===== config.mk =====
export PLATFORM = sky130hd
export DESIGN_NAME = pair_fetch
export DESIGN_NICKNAME = d
export VERILOG_FILES = /design/src/rtl/pair_fetch.sv
export SDC_FILE = /design/constraint.sdc
export NUM_CORES = 2
export LEC_CHECK = 0
export BUFFER_PORTS_ARGS = -buffer_cell sky130_fd_sc_hd__buf_4
export CORE_ASPECT_RATIO = 0.75
export CORE_UTILIZATION = 55
export CTS_CLUSTER_SIZE = 8
export DETAILED_ROUTE_END_ITERATION = 12
export MAX_ROUTING_LAYER = met4
export PLACE_DENSITY = 0.71
export SYNTH_ARGS = -nofsm -noshare
export SYNTH_HDL_FRONTEND = slang
export SYNTH_SLANG_ARGS = --single-unit

===== constraint.sdc =====
create_clock -name eclk -period 73.6 [get_ports eclk]
set_input_delay 14.72 -clock eclk [delete_from_list [all_inputs] [get_ports eclk]]
set_output_delay 14.72 -clock eclk [all_outputs]
set_load 0.1 [all_outputs]

===== src/rtl/pair_fetch.sv =====
`default_nettype none
// ============================================================================
// Module   : pair_fetch
// Purpose  : Stage pair table reader. Takes pair pointers, reads 256-bit words,
//            unpacks the 64-bit slot and returns pairs in request order.
// Revision : 1.0 - initial release
// ============================================================================
module pair_fetch #(
    parameter int ADDR_W  = 32,
    parameter int DATA_W  = 256,
    parameter int MAX_OUT = 8
) (
    input  logic              eclk,
    input  logic              rstb,
    input  logic              req_valid,
    input  logic [ADDR_W-1:0] req_ptr,
    output logic              req_ready,
    input  logic              cache_inv,
    input  logic              memc_cmd_full,
    output logic              rd_cmd_valid,
    output logic [ADDR_W-1:0] rd_cmd_addr,
    input  logic              rd_data_valid,
    input  logic [DATA_W-1:0] rd_data,
    output logic              out_valid,
    input  logic              out_ready,
    output logic [ADDR_W-1:0] out_ptr,
    output logic [31:0]       out_idx_lo,
    output logic [31:0]       out_idx_hi,
    output logic              idle
);

    localparam int PTR_W = $clog2(MAX_OUT);
    localparam int CNT_W = PTR_W + 1;
    localparam int TAG_W = ADDR_W + 1;

    localparam logic [0:0] C_IDLE = 1'b0;
    localparam logic [0:0] C_PEND = 1'b1;

    logic [0:0]        state_q, state_d;
    logic [ADDR_W-1:0] cmd_addr_q, cmd_addr_d;
    logic [CNT_W-1:0]  credits_q, credits_d;
    logic [CNT_W-1:0]  inflight_q, inflight_d;
    logic              proto_err_q, proto_err_d;
    logic [ADDR_W-3:0] last_word_q, last_word_d;
    logic              last_valid_q, last_valid_d;
    logic [DATA_W-1:0] cache_word_q, cache_word_d;
    logic [PTR_W:0]    tag_wp_q, tag_wp_d;
    logic [PTR_W:0]    tag_rp_q, tag_rp_d;
    logic [PTR_W:0]    ret_wp_q, ret_wp_d;
    logic [PTR_W:0]    ret_rp_q, ret_rp_d;
    logic              out_valid_q, out_valid_d;
    logic [ADDR_W-1:0] out_ptr_q, out_ptr_d;
    logic [31:0]       out_lo_q, out_lo_d;
    logic [31:0]       out_hi_q, out_hi_d;

    // Tag entries are {ptr, hit}; return entries are raw memory words.
    logic [TAG_W-1:0]  tag_mem_q [MAX_OUT];
    logic [DATA_W-1:0] ret_mem_q [MAX_OUT];

    logic              w_tag_empty;
    logic              w_tag_full;
    logic              w_ret_empty;
    logic              w_ret_full;
    logic              w_hit;
    logic              w_req_ready;
    logic              w_accept;
    logic              w_miss_acc;
    logic              w_issue;
    logic              w_ret_err;
    logic              w_ret_push;
    logic [TAG_W-1:0]  w_head;
    logic              w_head_hit;
    logic [ADDR_W-1:0] w_head_ptr;
    logic [DATA_W-1:0] w_word;
    logic [63:0]       w_pair;
    logic              w_head_ready;
    logic              w_out_load;
    logic              w_pop;
    logic              w_miss_pop;

    assign w_tag_empty = (tag_wp_q == tag_rp_q);
    assign w_tag_full  = (tag_wp_q[PTR_W] != tag_rp_q[PTR_W]) &&
                         (tag_wp_q[PTR_W-1:0] == tag_rp_q[PTR_W-1:0]);
    assign w_ret_empty = (ret_wp_q == ret_rp_q);
    assign w_ret_full  = (ret_wp_q[PTR_W] != ret_rp_q[PTR_W]) &&
                         (ret_wp_q[PTR_W-1:0] == ret_rp_q[PTR_W-1:0]);

    // A hit relies only on the last accepted word: the cache will hold that
    // word by the time this entry reaches the head, since the miss that
    // fetched it drains first.
    assign w_hit = last_valid_q && !cache_inv &&
                   (req_ptr[ADDR_W-1:2] == last_word_q);

    assign w_req_ready = !rstb && !w_tag_full && (state_q == C_IDLE) &&
                         ((credits_q != '0) || w_hit);
    assign w_accept    = req_valid && w_req_ready;
    assign w_miss_acc  = w_accept && !w_hit;
    assign w_issue     = !rstb && (state_q == C_PEND) && !memc_cmd_full;

    // Returns with nothing outstanding are dropped, and so is everything after.
    assign w_ret_err  = rd_data_valid && (inflight_q == '0);
    assign w_ret_push = !rstb && rd_data_valid && !w_ret_err &&
                        !proto_err_q && !w_ret_full;

    assign w_head       = tag_mem_q[tag_rp_q[PTR_W-1:0]];
    assign w_head_hit   = w_head[0];
    assign w_head_ptr   = w_head[TAG_W-1:1];
    assign w_word       = w_head_hit ? cache_word_q : ret_mem_q[ret_rp_q[PTR_W-1:0]];
    assign w_head_ready = !w_tag_empty && (w_head_hit || !w_ret_empty);
    assign w_out_load   = !out_valid_q || out_ready;
    assign w_pop        = w_out_load && w_head_ready;
    assign w_miss_pop   = w_pop && !w_head_hit;

    always_comb begin
        w_pair = w_word[63:0];
        case (w_head_ptr[1:0])
            2'd0:    w_pair = w_word[63:0];
            2'd1:    w_pair = w_word[127:64];
            2'd2:    w_pair = w_word[191:128];
            default: w_pair = w_word[255:192];
        endcase
    end

    always_comb begin
        state_d      = state_q;
        cmd_addr_d   = cmd_addr_q;
        credits_d    = credits_q;
        inflight_d   = inflight_q;
        proto_err_d  = proto_err_q | w_ret_err;
        last_word_d  = last_word_q;
        last_valid_d = last_valid_q;
        cache_word_d = cache_word_q;
        tag_wp_d     = tag_wp_q;
        tag_rp_d     = tag_rp_q;
        ret_wp_d     = ret_wp_q;
        ret_rp_d     = ret_rp_q;
        out_valid_d  = out_valid_q;
        out_ptr_d    = out_ptr_q;
        out_lo_d     = out_lo_q;
        out_hi_d     = out_hi_q;

        case (state_q)
            C_IDLE: begin
                if (w_miss_acc) begin
                    state_d    = C_PEND;
                    cmd_addr_d = {2'b00, req_ptr[ADDR_W-1:2]};
                end
            end
            C_PEND: begin
                if (w_issue) begin
                    state_d = C_IDLE;
                end
            end
            default: state_d = C_IDLE;
        endcase

        case ({w_miss_acc, w_miss_pop})
            2'b10:   credits_d = credits_q - CNT_W'(1);
            2'b01:   credits_d = credits_q + CNT_W'(1);
            default: credits_d = credits_q;
        endcase

        case ({w_issue, w_ret_push})
            2'b10:   inflight_d = inflight_q + CNT_W'(1);
            2'b01:   inflight_d = inflight_q - CNT_W'(1);
            default: inflight_d = inflight_q;
        endcase

        if (w_accept) begin
            last_word_d  = req_ptr[ADDR_W-1:2];
            last_valid_d = 1'b1;
            tag_wp_d     = tag_wp_q + (PTR_W+1)'(1);
        end else if (cache_inv) begin
            last_valid_d = 1'b0;
        end

        if (w_ret_push) begin
            ret_wp_d = ret_wp_q + (PTR_W+1)'(1);
        end

        if (w_pop) begin
            tag_rp_d = tag_rp_q + (PTR_W+1)'(1);
        end

        if (w_miss_pop) begin
            ret_rp_d     = ret_rp_q + (PTR_W+1)'(1);
            cache_word_d = w_word;
        end

        if (w_out_load) begin
            out_valid_d = w_head_ready;
            if (w_head_ready) begin
                out_ptr_d = w_head_ptr;
                out_hi_d  = w_pair[63:32];
                out_lo_d  = w_pair[31:0];
            end
        end
    end

    always_ff @(posedge eclk) begin
        if (rstb) begin
            state_q      <= C_IDLE;
            cmd_addr_q   <= '0;
            credits_q    <= CNT_W'(MAX_OUT);
            inflight_q   <= '0;
            proto_err_q  <= 1'b0;
            last_word_q  <= '0;
            last_valid_q <= 1'b0;
            cache_word_q <= '0;
            tag_wp_q     <= '0;
            tag_rp_q     <= '0;
            ret_wp_q     <= '0;
            ret_rp_q     <= '0;
            out_valid_q  <= 1'b0;
            out_ptr_q    <= '0;
            out_lo_q     <= '0;
            out_hi_q     <= '0;
        end else begin
            state_q      <= state_d;
            cmd_addr_q   <= cmd_addr_d;
            credits_q    <= credits_d;
            inflight_q   <= inflight_d;
            proto_err_q  <= proto_err_d;
            last_word_q  <= last_word_d;
            last_valid_q <= last_valid_d;
            cache_word_q <= cache_word_d;
            tag_wp_q     <= tag_wp_d;
            tag_rp_q     <= tag_rp_d;
            ret_wp_q     <= ret_wp_d;
            ret_rp_q     <= ret_rp_d;
            out_valid_q  <= out_valid_d;
            out_ptr_q    <= out_ptr_d;
            out_lo_q     <= out_lo_d;
            out_hi_q     <= out_hi_d;
        end
    end

    always_ff @(posedge eclk) begin
        if (w_accept) begin
            tag_mem_q[tag_wp_q[PTR_W-1:0]] <= {req_ptr, w_hit};
        end
        if (w_ret_push) begin
            ret_mem_q[ret_wp_q[PTR_W-1:0]] <= rd_data;
        end
    end

    assign req_ready    = w_req_ready;
    assign rd_cmd_valid = w_issue;
    assign rd_cmd_addr  = cmd_addr_q;
    assign out_valid    = out_valid_q;
    assign out_ptr      = out_ptr_q;
    assign out_idx_lo   = out_lo_q;
    assign out_idx_hi   = out_hi_q;
    assign idle         = w_tag_empty && w_ret_empty && (state_q == C_IDLE) && !out_valid_q;

endmodule
`default_nettype wire

==> impl_metrics.json <==
{
  "yosys.area_share.adder_pct": 0.156,
  "slew_viol_final": 0,
  "crit_family": "simple AND/OR/NAND/NOR gates",
  "rows": 139,
  "busiest_layer": "met1",
  "synthMuxAreaShare_pct": 15.9,
  "power.total_w": 0.00372,
  "synth_top_cell_by_area": "edfxtp_1",
  "dr.first_iter.drc_count": 6931,
  "tightest_slew_ns": 1.13,
  "cts_num_sinks": 2758,
  "wl_per_cell_um": 29.2,
  "clock_latency_ns": 0.97,
  "synth-async-reset-ratio_pct": 0,
  "hold_viol": 0,
  "min_path_type": "flip-flop to flip-flop",
  "synth_compound_area_share_pct": 4.10,
  "via_per_inst": 6.28,
  "yosys-top-cells-area": "edfxtp_1, mux4_2, dfxtp_1, mux2i_1, nor2_1",
  "die_w_um": 509,
  "mostFrequentLayoutCells": "edfxtp_1, nor2_1, mux4_2",
  "multi_input_area_um2": 26100,
  "fin_skew_ns": 0.0778,
  "grt_max_degree": 210,
  "grt_usage_pct": 28.2,
  "port_buffers": 424,
  "slowest_stage": "nor4_1",
  "synth_top_family_by_area": "multiplexers",
  "fin_setup_tns_ns": 0,
  "finish.utilization_pct": 64.2,
  "drc_errors": 0,
  "critPathRequiredTime_ns": 58.88,
  "power_frac_comb_pct": 9.9,
  "power_leakage_nw": 39.0,
  "synth_cells": 5794,
  "ys_types": 60,
  "yosys.area_share.simple_pct": 3.82,
  "critPathLaunchType": "primary input",
  "clockRootBuffer": "clkbuf_16",
  "nets": 6628,
  "synth_warnings": 0,
  "drive_gt1_share_pct": 25.6,
  "htree_levels": 5,
  "ant_nets": 0,
  "max_stage_delay_ns": 0.70,
  "crit_chain": "buf_4, xor2_1, nor4_1, and4_1, a21oi_2, nor2_1, buf_4",
  "max_slew_margin_pct": 22.5,
  "cpMostUsedCell": "buf_4",
  "synth_seq_area_share_pct": 73.8,
  "routed_wirelength_mm": 267,
  "dr.pass1.iters": 8,
  "p_switching_w": 0.000900,
  "worst-path-buf-inv": 2,
  "ios": 427,
  "seq_power_share_pct": 46.9,
  "fp.dieH_um": 382,
  "synth_seq_cells": 2758,
  "ir_drop_uv": 24.7,
  "crit_type": "primary input to output pin",
  "gp_congestion": 0.797,
  "drv_cap": 0,
  "final_common_cell": "edfxtp_1",
  "initial_core_util_pct": 55.4,
  "dp_slack_ns": 42.12,
  "fin_cells": 9140,
  "status": "finished, final reports clean",
  "core_area_um2": 191000,
  "powerDensity_nw_per_um2": 30.3,
  "clock_power_share_pct": 43.2,
  "cts_made_buffers": 394,
  "cp_max_fo": 11,
  "grtUsageMet1_pct": 41.0,
  "netlist.area_leader.share_pct": 65.4,
  "hold_buffers": 0,
  "fmax_mhz": 31.8,
  "dp_cells": 8463,
  "clk_pin_slew_ns": 0.05,
  "postCtsSetupRepairBufs": 0,
  "setup_ws_ns": 42.10,
  "grt_pass1_wl_mm": 385,
  "cp-end-kind": "output pin",
  "intPower_w": 0.00282,
  "grt-ovfl-total": 0,
  "fillers": 12712,
  "area_growth_pct": 15.8,
  "period_share_pct": 42.8,
  "synth_edf_count": 2312,
  "antenna_found_initial": 69,
  "p_sw_share_pct": 24.2,
  "die-area_um2": 195000,
  "first_global_vias": 55330,
  "cts_tree": "done",
  "syn_area_um2": 106000,
  "met2_usage_pct": 39.6,
  "use_met3_pct": 6.80,
  "setup_viol": 0,
  "cts_buffer_depth": 4,
  "ff_latch_area_um2": 78400,
  "cts_resized": 0,
  "period_needed_ns": 31.50,
  "synth_ff_type": "edfxtp_1",
  "rsz0062_at_grt": "false",
  "dp_hpwl_mm": 151,
  "detailroute.via_count": 57370,
  "avgSynthCellArea_um2": 18.3,
  "synth_xor_area_share_pct": 0.429,
  "arrival_ns": 16.78
}
[final timing paths]
path,cells past startpoint,start,slack [ns],to
setup / recovery,7,req_ptr[27],42.10,req_ready
hold reg to reg,1,out_idx_hi[1]$_SDFFE_PP0N_,0.47,out_idx_hi[1]$_SDFFE_PP0N_
hold / removal,1,out_idx_hi[1]$_SDFFE_PP0N_,0.47,out_idx_hi[1]$_SDFFE_PP0N_
setup reg to reg,8,flip-flop,67.98,out_idx_hi[23]$_SDFFE_PP0N_
[logic make-up after synthesis]
family | count (synthesis)
compound gates | 644
xor+xnor | 52
fa+ha+maj | 12
buf+inv | 401
flops | 2758
mux | 950
other cells | 1
simple gates | 976
[power groups by stage]
stage	combinational (W)	sequential, W	clock (W)
after floorplan	0.000161	0.00186	0
after global placement	0.000360	0.00177	0
after detailed placement	0.000365	0.00177	0
after CTS	0.000367	0.00175	0.00163
after global routing	0.000387	0.00175	0.00170
final	0.000369	0.00175	0.00161
[cells in the mapped netlist, types with 12 or more instances]
cell	count
edfxtp_1	2312
nor2_1	583
mux4_2	577
dfxtp_1	446
mux2i_1	230
clkbuf_1	198
o21ai_0	193
a211oi_1	159
nand2_1	138
nor3_1	138
mux2_2	134
buf_2	133
a21oi_1	79
nand3_1	74
o21ai_1	62
a222oi_1	61
a32o_1	61
xor2_1	42
buf_1	31
buf_6	21
inv_1	12
[sequential cells by signal, summed over array words and instances, names as in the netlist, 4 cells and up, named ones only]
name / flops
ret_mem_q: 2048
tag_mem_q: 264
cache_word_q: 256
out_idx_hi: 32
out_idx_lo: 32
out_ptr: 32
last_word_q: 30
rd_cmd_addr: 30
credits_q: 4
inflight_q: 4
ret_rp_q: 4
ret_wp_q: 4
tag_rp_q: 4
tag_wp_q: 4
[layout make-up]
| type | count | area share (%) |
|---|---|---|
| Tap cell | 2538 | 2.58 |
| Inverter | 13 | 0.0458 |
| Sequential cell | 2758 | 63.8 |
| Multi-Input combinational cell | 2636 | 21.2 |
| Clock inverter | 5 | 0.0611 |
| Timing Repair Buffer | 518 | 3.35 |
| Antenna cell | 61 | 0.124 |
| Clock buffer | 611 | 8.82 |
[metal layers]
metal  routed length (um)  up-vias
met5                    0        -
met4                 7000        0
met2               121000     2673
li1                     -    24426
met1               114000    29835
met3                24800      436
[through the flow]
step                cell area, um^2  hold WS [ns]
finish                       123000         0.467
global route                 123000         0.478
CTS                          123000         0.468
detailed placement           112000         0.458
global placement             112000         0.441
floorplan                    106000         0.424
Note: power is estimated with default switching activity, not from simulation.
